<file path="src/rtl/seq_divider.sv">
// seq_divider: multi-cycle radix-2 restoring divider for DIV/DIVU/REM/REMU.
// One trial subtraction per clock on operand magnitudes. Signs are applied on the final iteration.
// Divide-by-zero and signed overflow are resolved when the request is accepted.
module seq_divider #(
    parameter int unsigned WIDTH = 8,
    parameter int unsigned CNT_W = $clog2(WIDTH + 1)
) (
    input  logic             clk,
    input  logic             rst_n,
    input  logic             in_valid,
    output logic             in_ready,
    input  logic [WIDTH-1:0] dividend,
    input  logic [WIDTH-1:0] divisor,
    input  logic             is_signed,
    output logic             out_valid,
    input  logic             out_ready,
    output logic [WIDTH-1:0] quotient,
    output logic [WIDTH-1:0] remainder,
    output logic             div_by_zero,
    output logic             overflow
);

    localparam int unsigned RW = WIDTH + 1;

    typedef enum logic [1:0] {
        IDLE = 2'd0,
        CALC = 2'd1,
        DONE = 2'd2
    } state_e;

    state_e             state_q, state_d;
    logic [RW-1:0]      rem_q, rem_d;
    logic [WIDTH-1:0]   q_q, q_d;
    logic [WIDTH-1:0]   dvs_q, dvs_d;
    logic [CNT_W-1:0]   cnt_q, cnt_d;
    logic               neg_q_q, neg_q_d;
    logic               neg_r_q, neg_r_d;
    logic               out_valid_q, out_valid_d;
    logic [WIDTH-1:0]   quotient_q, quotient_d;
    logic [WIDTH-1:0]   remainder_q, remainder_d;
    logic               dbz_q, dbz_d;
    logic               ovf_q, ovf_d;

    // Datapath helpers for one restoring step and for operand conditioning
    logic [RW:0]        shifted;
    logic [RW:0]        trial;
    logic               borrow;
    logic [RW-1:0]      rem_next;
    logic [WIDTH-1:0]   q_next;
    logic               a_neg, b_neg;
    logic [WIDTH-1:0]   a_mag, b_mag;
    logic [WIDTH-1:0]   most_neg;

    assign in_ready    = (state_q == IDLE);
    assign out_valid   = out_valid_q;
    assign quotient    = quotient_q;
    assign remainder   = remainder_q;
    assign div_by_zero = dbz_q;
    assign overflow    = ovf_q;

    // State and datapath registers
    always_ff @(posedge clk or negedge rst_n) begin
        if (!rst_n) begin
            state_q     <= IDLE;
            rem_q       <= '0;
            q_q         <= '0;
            dvs_q       <= '0;
            cnt_q       <= '0;
            neg_q_q     <= 1'b0;
            neg_r_q     <= 1'b0;
            out_valid_q <= 1'b0;
            quotient_q  <= '0;
            remainder_q <= '0;
            dbz_q       <= 1'b0;
            ovf_q       <= 1'b0;
        end else begin
            state_q     <= state_d;
            rem_q       <= rem_d;
            q_q         <= q_d;
            dvs_q       <= dvs_d;
            cnt_q       <= cnt_d;
            neg_q_q     <= neg_q_d;
            neg_r_q     <= neg_r_d;
            out_valid_q <= out_valid_d;
            quotient_q  <= quotient_d;
            remainder_q <= remainder_d;
            dbz_q       <= dbz_d;
            ovf_q       <= ovf_d;
        end
    end

    // Next-state, iteration step and result formation
    always_comb begin
        state_d     = state_q;
        rem_d       = rem_q;
        q_d         = q_q;
        dvs_d       = dvs_q;
        cnt_d       = cnt_q;
        neg_q_d     = neg_q_q;
        neg_r_d     = neg_r_q;
        out_valid_d = out_valid_q;
        quotient_d  = quotient_q;
        remainder_d = remainder_q;
        dbz_d       = dbz_q;
        ovf_d       = ovf_q;

        // Shift {rem, q} left, then subtract; the borrow decides the quotient bit
        shifted  = {rem_q, q_q[WIDTH-1]};
        trial    = shifted - {2'b00, dvs_q};
        borrow   = trial[RW];
        rem_next = borrow ? shifted[RW-1:0] : trial[RW-1:0];
        q_next   = {q_q[WIDTH-2:0], ~borrow};

        a_neg    = is_signed & dividend[WIDTH-1];
        b_neg    = is_signed & divisor[WIDTH-1];
        a_mag    = a_neg ? (~dividend + WIDTH'(1)) : dividend;
        b_mag    = b_neg ? (~divisor + WIDTH'(1)) : divisor;
        most_neg = {1'b1, {(WIDTH-1){1'b0}}};

        unique case (state_q)
            IDLE: begin
                if (in_valid) begin
                    if (divisor == '0) begin
                        quotient_d  = '1;
                        remainder_d = dividend;
                        dbz_d       = 1'b1;
                        ovf_d       = 1'b0;
                        out_valid_d = 1'b1;
                        state_d     = DONE;
                    end else if (is_signed && dividend == most_neg && divisor == '1) begin
                        quotient_d  = dividend;
                        remainder_d = '0;
                        dbz_d       = 1'b0;
                        ovf_d       = 1'b1;
                        out_valid_d = 1'b1;
                        state_d     = DONE;
                    end else begin
                        rem_d   = '0;
                        q_d     = a_mag;
                        dvs_d   = b_mag;
                        neg_q_d = a_neg ^ b_neg;
                        neg_r_d = a_neg;
                        cnt_d   = CNT_W'(WIDTH);
                        state_d = CALC;
                    end
                end
            end
            CALC: begin
                rem_d = rem_next;
                q_d   = q_next;
                cnt_d = cnt_q - CNT_W'(1);
                if (cnt_q == CNT_W'(1)) begin
                    quotient_d  = neg_q_q ? (~q_next + WIDTH'(1)) : q_next;
                    remainder_d = neg_r_q ? (~rem_next[WIDTH-1:0] + WIDTH'(1))
                                          : rem_next[WIDTH-1:0];
                    dbz_d       = 1'b0;
                    ovf_d       = 1'b0;
                    out_valid_d = 1'b1;
                    state_d     = DONE;
                end
            end
            DONE: begin
                if (out_ready) begin
                    out_valid_d = 1'b0;
                    dbz_d       = 1'b0;
                    ovf_d       = 1'b0;
                    state_d     = IDLE;
                end
            end
            default: begin
                state_d = IDLE;
            end
        endcase
    end

endmodule
</file>
<file path="config.mk">
export PLATFORM = sky130hd
export DESIGN_NAME = seq_divider
export DESIGN_NICKNAME = d
export VERILOG_FILES = /design/src/rtl/seq_divider.sv
export SDC_FILE = /design/constraint.sdc
export NUM_CORES = 1
export LEC_CHECK = 0
export CAP_MARGIN = 15
export CORE_MARGIN = 2
export CORE_UTILIZATION = 67
export CTS_CLUSTER_SIZE = 30
export DETAILED_ROUTE_END_ITERATION = 12
export DONT_BUFFER_PORTS = 1
export HOLD_SLACK_MARGIN = 0.15
export PLACE_DENSITY_LB_ADDON = 0.08
export SLEW_MARGIN = 25
export SYNTH_ARGS = -nofsm -noshare
export SYNTH_HDL_FRONTEND = slang
export SYNTH_SLANG_ARGS = --single-unit
</file>
<file path="constraint.sdc">
create_clock -name clk -period 4.3 [get_ports clk]
set_input_delay 0.645 -clock clk [delete_from_list [all_inputs] [get_ports clk]]
set_output_delay 0.645 -clock clk [all_outputs]
set_load 0.005 [all_outputs]
</file>
==> Yosys cells after proc, flatten, opt, wreduce, memory -nomap -nowiden <==
Cells that the tools add are included.
{ "word_totals": {"elab_cells": 97, "ff_bits": 52} }
{ "classes": {"eq_ne": 11, "bitwise_logic": 10, "add_sub_neg": 6, "n_reduce_logical": 11, "muxes": 47} }
{ "ops": {"columns": ["operator", "n"], "rows": [
  ["two-way mux 8 bit", 15],
  ["one-hot mux 8 bit (2 select lines)", 3],
  ["two-way mux 9 bit", 4],
  ["adder 8 x 1 -> 8 bit (second input constant)", 4],
  ["NOT 8 bit", 4],
  ["one-hot mux 9 bit (2 select lines)", 1],
  ["== test 8 bit (second input constant)", 2],
  ["two-way mux 4 bit", 3],
  ["AND reduction 4 bit", 3],
  ["two-way mux 1 bit", 11],
  ["two-way mux 2 bit", 5],
  ["!= test 2 bit (second input constant)", 5],
  ["subtractor 10 x 8 -> 10 bit", 1],
  ["one-hot mux 1 bit (3 select lines)", 3],
  ["logical NOT 8 bit", 1],
  ["one-hot mux 4 bit (2 select lines)", 1],
  ["one-hot mux 2 bit (3 select lines)", 1],
  ["AND reduction 5 bit", 1],
  ["== test 4 x 1 -> 1 bit (second input constant)", 1],
  ["subtractor 4 x 1 -> 4 bit (second input constant)", 1],
  ["!= test 3 x 1 -> 1 bit (second input constant)", 1],
  ["NOT 1 bit", 3],
  ["AND reduction 3 bit", 1],
  ["nonzero test 3 bit", 1],
  ["7 further kinds", 9]
]} }

==> Longest topological paths before layout <==
Gate-level depths: netlist of the first run.
{ "depth": {"word_depth": 7, "depth_mapped": 15, "mapped_depth_nobuf": 14} }

==> Worst setup path after synthesis of the first run <==
OpenSTA, ideal clock, no wires.
{ "synth_timing": {"path_type": "register -> register", "start": "register rem_q[5]", "end": "register remainder_q[6] (netlist: remainder[6])", "setup_time_ns": 0.132, "n_path_buf": 1, "slack_ns": 1.385, "period_less_slack_ns": 2.915, "required_ns": 4.168, "path_stages_with_launch": 14, "t_arrival_ns": 2.783, "cell_sequence": "dfrtp_1 > ha_1 > and3_1 > and2_4 > a211oi_4 > xnor2_4 > inv_8 > buf_12 > mux2i_1 > ha_1 > o21ai_0 > o21ai_1 > xnor2_1 > o221ai_2"} }
{ "synth_via": {"elab_chain_len": 7} }
{ "synth_rtl": {"columns": ["item", "line_no", "source"], "rows": [
  ["from (decl)", "32", "logic [RW-1:0] rem_q, rem_d;"],
  ["from (signal assigned)", "78", "rem_q <= rem_d;"],
  ["subtractor 10 x 8 -> 10 bit", "109", "trial = shifted - {2'b00, dvs_q};"],
  ["two-way mux 9 bit *", "111", "rem_next = borrow ? shifted[RW-1:0] : trial[RW-1:0];"],
  ["NOT 8 bit", "154", "remainder_d = neg_r_q ? (~rem_next[WIDTH-1:0] + WIDTH'(1))"],
  ["adder 8 x 1 -> 8 bit", "154", null],
  ["two-way mux 8 bit *", "154", null],
  ["two-way mux 8 bit *", "152", "if (cnt_q == CNT_W'(1)) begin"],
  ["one-hot mux 8 bit (2 select lines) *", "120", "unique case (state_q)"],
  ["to (signal assigned)", "86", "remainder_q <= remainder_d;"],
  ["to (decl)", "40", "logic [WIDTH-1:0] remainder_q, remainder_d;"]
]} }
Mark *: on every way between the ends. The rest lies on a longest branch, timed or not. The select of a mux whose other input is x is not followed.
A chain may end at the register's enable or synchronous reset.

==> Worst setup path after layout of the first run <==
{ "layout_timing": {"start": "register rem_q[1]", "end": "register remainder_q[6] (netlist: remainder[6])"} }
The elaborated chain is that of the path after synthesis.

==> results.cfg, run 1 <==
[floorplanning]
dieArea_um2 = 5960
num_rows = 26
initial_core_util_pct = 69.8
fp.coreArea_um2 = 5140
dieHeight_um = 77.2
io_pins = 41
fp.dieW_um = 77.2

[route]
wl_per_cell_um = 16.7
drc_errors = 0
vias_per_cell = 6.14
firstDrtPassIters = 4
first_iter_violations = 283
ant_nets = 0
vias = 2990
drt-total-wl_um = 8140

[worst_hold_path]
holdCritPathClass = input pin to async pin

[pwr]
leakagePower_nw = 1.64
irDropWorstVdd_mv = 0.455
cellPowerDensity_nw_per_um2 = 838

[global_routing]
busiest_layer = met2
gr-total-overflow = 0
grtUsageMet2_pct = 45.4
grt.total_usage_pct = 29.0
grtUsageMet1_pct = 40.3
grt_pass1_wl_um = 13800
antenna_found_initial = 0
grt_start_max_net_pins = 53
gr-usage-met3_pct = 7.06
first_global_vias = 2901

[critical_path]
crit_fanout = 15
r2r_start = rem_q[1]$_DFFE_PN0P_
cp-end-kind = flop
critPathRequiredTime_ps = 4480
cp_slowest_stage_delay_ps = 470
startpoint = rem_q[1]$_DFFE_PN0P_
critical_path_class = flop to flop
path_cells = ha_1 -> nor2_1 -> a211oi_4 -> a211oi_4 -> xnor2_4 -> inv_8 -> mux2i_1 -> ha_1 -> o21ai_0 -> o21ai_1 -> xnor2_1 -> o221ai_2
cpLargestDelayFamily = compound AO/OA/AOI/OAI gates
cp.arrival_ps = 3420
cp.buffers_inverters = 1
crit_slowest_cell = dfrtp_1
start_kind = flop

[sta]
fin_crit_sh_pct = 75.2
setup_viol = 0
hold_viol_final = 0
finalSetupTns_ps = 0
relSlewSlack_pct = 52.9
fmax_ghz = 0.309
period_needed_ps = 3230
worst_pin_slew_ps = 699
fin_ws_ps = 1070
finClkSkew_ps = 10.1
rsz0062_at_grt = no
slew_violations = 0

[place]
port_buffers = 0
place.gp.congestion = 0.845
place_hpwl_um = 6040
dp_slack_ps = 1060

[cells_and_area]
nets = 457
n_antenna_cell = 0
area_growth_pct = 3.94
drive_gt1_share_pct = 6.71

[yosys]
synth_fp_nets = 462
synth-seq-cells = 52
async_flop_share_pct = 100
synth.distinct_cells = 62
netlist_area_um2 = 3590
syn-instance-count = 421
yosysWarnings = 0
syn_area_per_cell_um2 = 8.52
ys_seq_area_share_pct = 36.3
synth_flop_cell = dfrtp_1
synth-edff-count = 0

[clocking]
cts_tree = built
clock_latency_ps = 310
htree_num_levels = 2
root_buffer = clkbuf_8
cts_max_path_buffers = 2
cts.repair.resized = 0
clkTransAtPathRegs_ps = 90
ctsHoldBuffers = 1
clock_sinks = 52
postCtsSetupRepairBufs = 0
cts_buffers = 5

[run_status]
outcome = completed

[job]
maxCapViolations = 0
-- synth_stat cells (all sizes together), types with 2 or more instances --
| master | n | area share, % |
|---|---|---|
| nor2 | 36 | 3.8 |
| o21ai | 53 | 7.5 |
| xor2 | 9 | 2.2 |
| xnor2 | 19 | 5.2 |
| ha | 19 | 6.6 |
| a31oi | 5 | 0.87 |
| o31ai | 4 | 0.98 |
| and3 | 3 | 0.52 |
| or3 | 8 | 1.4 |
| buf | 8 | 1.7 |
| a211oi | 7 | 2.3 |
| a21o | 5 | 1.0 |
| nor3b | 3 | 0.77 |
| o22ai | 4 | 0.70 |
| nor4 | 4 | 0.70 |
| nand2 | 59 | 6.2 |
| nand2b | 3 | 0.73 |
| mux2i | 10 | 2.8 |
| a21oi | 28 | 4.1 |
| dfrtp | 52 | 36 |
| nand3 | 11 | 1.5 |
| nand4 | 3 | 0.52 |
| inv | 26 | 2.9 |
| nor3 | 9 | 1.3 |
| o221ai | 3 | 0.91 |
| clkbuf | 8 | 0.84 |
| nor2b | 2 | 0.35 |
-- kinds of logic after synthesis --
group           after synthesis  share of synthesized area, %
fa+ha+maj                    20                          7.18
mux                          10                          2.79
buf+inv                      42                          5.44
xor+xnor                     28                          7.36
flops                        52                          36.3
compound gates              121                          21.4
simple gates                148                          19.5
-- power breakdown --
group	switching (mW)	internal [mW]	total [mW]
clock network	0.159	0.131	0.290
registers	0.197	0.693	0.890
logic	1.19	0.762	1.95
total	1.54	1.59	3.13
-- layout make-up --
cell class | instances | area, µm²
Fill cell | 425 | 1410
Clock inverter | 1 | 7.51
Multi-Input combinational cell | 327 | 2090
Timing Repair Buffer | 4 | 50.0
Tap cell | 70 | 87.6
Inverter | 26 | 105
Sequential cell | 52 | 1300
Clock buffer | 7 | 86.3
-- layer usage --
layer / part of all wire (%) / up-vias
li1: - / 1461
met1: 45 / 1412
met2: 46 / 110
met3: 8.3 / 7
met4: 0.85 / 0
met5: 0 / -
-- through the flow --
stage / utilization, % / total power [mW] / instance area (µm²) / hold WS [ps] / cells
after global routing: 72.6 / 3.41 / 3730 / 194 / 487
after global placement: 70.2 / 2.74 / 3610 / 351 / 478
after CTS: 72.6 / 3.11 / 3730 / 195 / 487
after detailed placement: 70.2 / 2.81 / 3610 / 351 / 478
after floorplan: - / 2.47 / 3590 / 349 / 421
final: 72.6 / 3.13 / 3730 / 167 / 487
-- final timing paths --
kind                                             to  slack [ps]  depth (start not counted)
max in group asynchronous      rem_q[3]$_DFFE_PN0P_        3880                          1
setup reg to reg           remainder[6]$_DFFE_PN0P_        1070                         12
min in group clk               dvs_q[7]$_DFFE_PN0P_         480                          2
setup / recovery           remainder[6]$_DFFE_PN0P_        1070                         12
hold / removal             remainder[4]$_DFFE_PN0P_         170                          1
hold reg to reg                dvs_q[1]$_DFFE_PN0P_         490                          2
-- sequential cells by signal (all words and copies together) (netlist names), 2 cells and up --
| signal | count |
|---|---|
| remainder | 8 |
| dvs_q | 8 |
| rem_q | 9 |
| quotient | 8 |
| state_q | 2 |
| q_q | 8 |
| cnt_q | 4 |
-- placed cells by master, fill, tap and decap left out, types with 10 or more instances in the layout --
cell / synthesis / layout
ha_1: 19 / 19
dfrtp_1: 52 / 52
nor2_1: 35 / 35
mux2i_1: 10 / 10
a21oi_1: 26 / 26
nand2_1: 58 / 58
o21ai_0: 50 / 50
xnor2_1: 18 / 18
nand3_1: 11 / 11
inv_1: 25 / 25
No activity file was read; power rests on OpenSTA's default activity.
==> run 2: changes to the inputs <==
--- a/config.mk
+++ b/config.mk
@@ -7,7 +7,7 @@
 export LEC_CHECK = 0
 export CAP_MARGIN = 15
 export CORE_MARGIN = 2
-export CORE_UTILIZATION = 67
+export CORE_UTILIZATION = 58
 export CTS_CLUSTER_SIZE = 30
 export DETAILED_ROUTE_END_ITERATION = 12
 export DONT_BUFFER_PORTS = 1
==> constraint.sdc (replaced) <==
create_clock -name clk -period 2.9 [get_ports clk]
set_input_delay 0.435 -clock clk [delete_from_list [all_inputs] [get_ports clk]]
set_output_delay 0.435 -clock clk [all_outputs]
set_load 0.005 [all_outputs]
==> results.cfg, run 2 (synthesized netlist as in run 1, its figures left out) <==
[pwr]
leakagePower_nw = 1.72
irDropWorstVdd_mv = 0.605
total_power_mw = 5.05
cellPowerDensity_nw_per_um2 = 1290

[critical_path]
cpLargestDelayFamily = compound AO/OA/AOI/OAI gates
cp.arrival_ps = 3050
crit_fanout = 10
r2r_start = dvs_q[7]$_DFFE_PN0P_
path_cells = inv_1 -> ha_4 -> a211oi_4 -> nand2_2 -> a211oi_4 -> xnor2_4 -> inv_8 -> mux2i_4 -> ha_2 -> o21ai_0 -> o21ai_1 -> xnor2_1 -> o221ai_2
startpoint = dvs_q[7]$_DFFE_PN0P_
cp.buffers_inverters = 2
r2r_cells = 13
cp_slowest_stage_delay_ps = 380
cp-end-kind = flop
path_common_cell = a211oi_4
crit_slowest_cell = dfrtp_1
start_kind = flop
critical_path_class = flop to flop
cp_num_cells = 13
critPathRequiredTime_ps = 3090

[sta]
setup_viol = 0
fmax_ghz = 0.349
relSlewSlack_pct = 33.3
fin_crit_sh_pct = 98.7
hold_viol_final = 0
period_needed_ps = 2860
worst_pin_slew_ps = 990
slew_violations = 0
rsz0062_at_grt = yes
finClkSkew_ps = 13.1
fin_hold_ws_ps = 270

[place]
port_buffers = 0
place_hpwl_um = 6620
place.gp.congestion = 0.939

[clocking]
clock_latency_ps = 310
htree_num_levels = 2
cts_buffers = 5
clkTransAtPathRegs_ps = 100
cts_max_path_buffers = 2
root_buffer = clkbuf_8
cts_tree = built
clock_sinks = 52

[global_routing]
antenna_found_initial = 0
grt_start_max_net_pins = 53
grt_pass1_wl_um = 14400
grt.total_usage_pct = 27.6
gr-total-overflow = 0
first_global_vias = 2981

[route]
drt-total-wl_um = 8960
drc_errors = 0
vias_per_cell = 6.04
ant_nets = 0
firstDrtPassIters = 6
vias = 3055
first_iter_violations = 269
wl_per_cell_um = 17.7

[cells_and_area]
largest_reg_flops = 9
n_antenna_cell = 0
fillCellCount = 498
layout_commonest_cell = nand2_1
final_cell_mix = nand2_1 (58), dfrtp_1 (52), o21ai_0 (50), nor2_1 (33), a21oi_1 (26)
regMostFlops = rem_q
nets = 471
drive_gt1_share_pct = 12.1
final_util_pct = 66.0
area_growth_pct = 9.48

[floorplanning]
fp.dieW_um = 82.7
dieArea_um2 = 6830
num_rows = 28
initial_core_util_pct = 60.3
fp.coreArea_um2 = 5960
io_pins = 41
dieHeight_um = 82.7

[run_status]
outcome = completed

[job]
maxCapViolations = 0

[worst_hold_path]
holdCritPathClass = input pin to flop
holdPathStages = 2
hold_path.startpoint = dividend[0]
[run 2: cell types whose count changed in the layout (fill, tap and decap cells not counted), sizes merged]
| cell | previous run | this run |
|---|---|---|
| buf | 4 | 17 |
| dlygate4sd3 | 0 | 1 |
| inv | 26 | 27 |
| clkinv | 0 | 1 |
| clkbuf | 7 | 5 |
[run 2: power by group]
part | internal (mW) | leakage, nW | switching [mW]
sequential | 1.03 | 0.661 | 0.282
clock | 0.172 | 0.0445 | 0.259
combinational | 1.36 | 1.01 | 1.95
[run 2: path summary, 6_finish.rpt]
| path | to | slack, ps |
|---|---|---|
| min | remainder[0]$_DFFE_PN0P_ | 270 |
| max in group asynchronous | overflow$_DFFE_PN0P_ | 2040 |
| max | remainder[6]$_DFFE_PN0P_ | 40 |
| min reg2reg | dvs_q[1]$_DFFE_PN0P_ | 490 |
| max reg2reg | remainder[6]$_DFFE_PN0P_ | 40 |
| min in group asynchronous | remainder[7]$_DFFE_PN0P_ | 640 |
[run 2: worst reg2reg max path, stage by stage (launching register included)]
cell	delay (ps)
dfrtp_1	380
inv_1	110
ha_4	240
a211oi_4	250
nand2_2	140
a211oi_4	350
xnor2_4	140
inv_8	110
mux2i_4	250
ha_2	220
o21ai_0	80
o21ai_1	180
xnor2_1	170
o221ai_2	120
[run 2: stage by stage]
stage | setup WS, ps | TNS [ps] | std cells | instance area [µm²]
after CTS | 7.22 | 0 | 506 | 3880
after floorplan | 9.91 | 0 | 421 | 3590
after global placement | 63.2 | 0 | 494 | 3700
after detailed placement | -105 | -107 | 494 | 3700
final | 37.3 | 0 | 506 | 3930
after global routing | -177 | -426 | 506 | 3930
[run 2: repair_timing]
action                     4_1_cts  5_1_grt
resized for setup                5        9
hold buffers                     2        0
setup buffers                    2        0
pin swaps                        2        3
setup endpoints to repair        3        7
hold endpoints to repair        52        0
[run 2: area by class of cell]
type / instances / area (µm²) / share of cell area (%)
timing repair buffer: 18 / 161 / 4.11
tap: 75 / 93.8 / 2.39
sequential: 52 / 1300 / 33.1
clock inverter: 3 / 21.3 / 0.541
clock buffer: 5 / 68.8 / 1.75
multi-input combinational: 327 / 2180 / 55.4
inverter: 26 / 105 / 2.68
[run 2: layer usage]
| layer | global-route usage [%] | up-vias | part of all wire (%) |
|---|---|---|---|
| met5 | 0 | - | 0 |
| li1 | - | 1492 | - |
| met2 | 44.4 | 112 | 46 |
| met3 | 4.89 | 10 | 6.9 |
| met1 | 38.7 | 1441 | 46 |
| met4 | 6.56 | 0 | 1.4 |
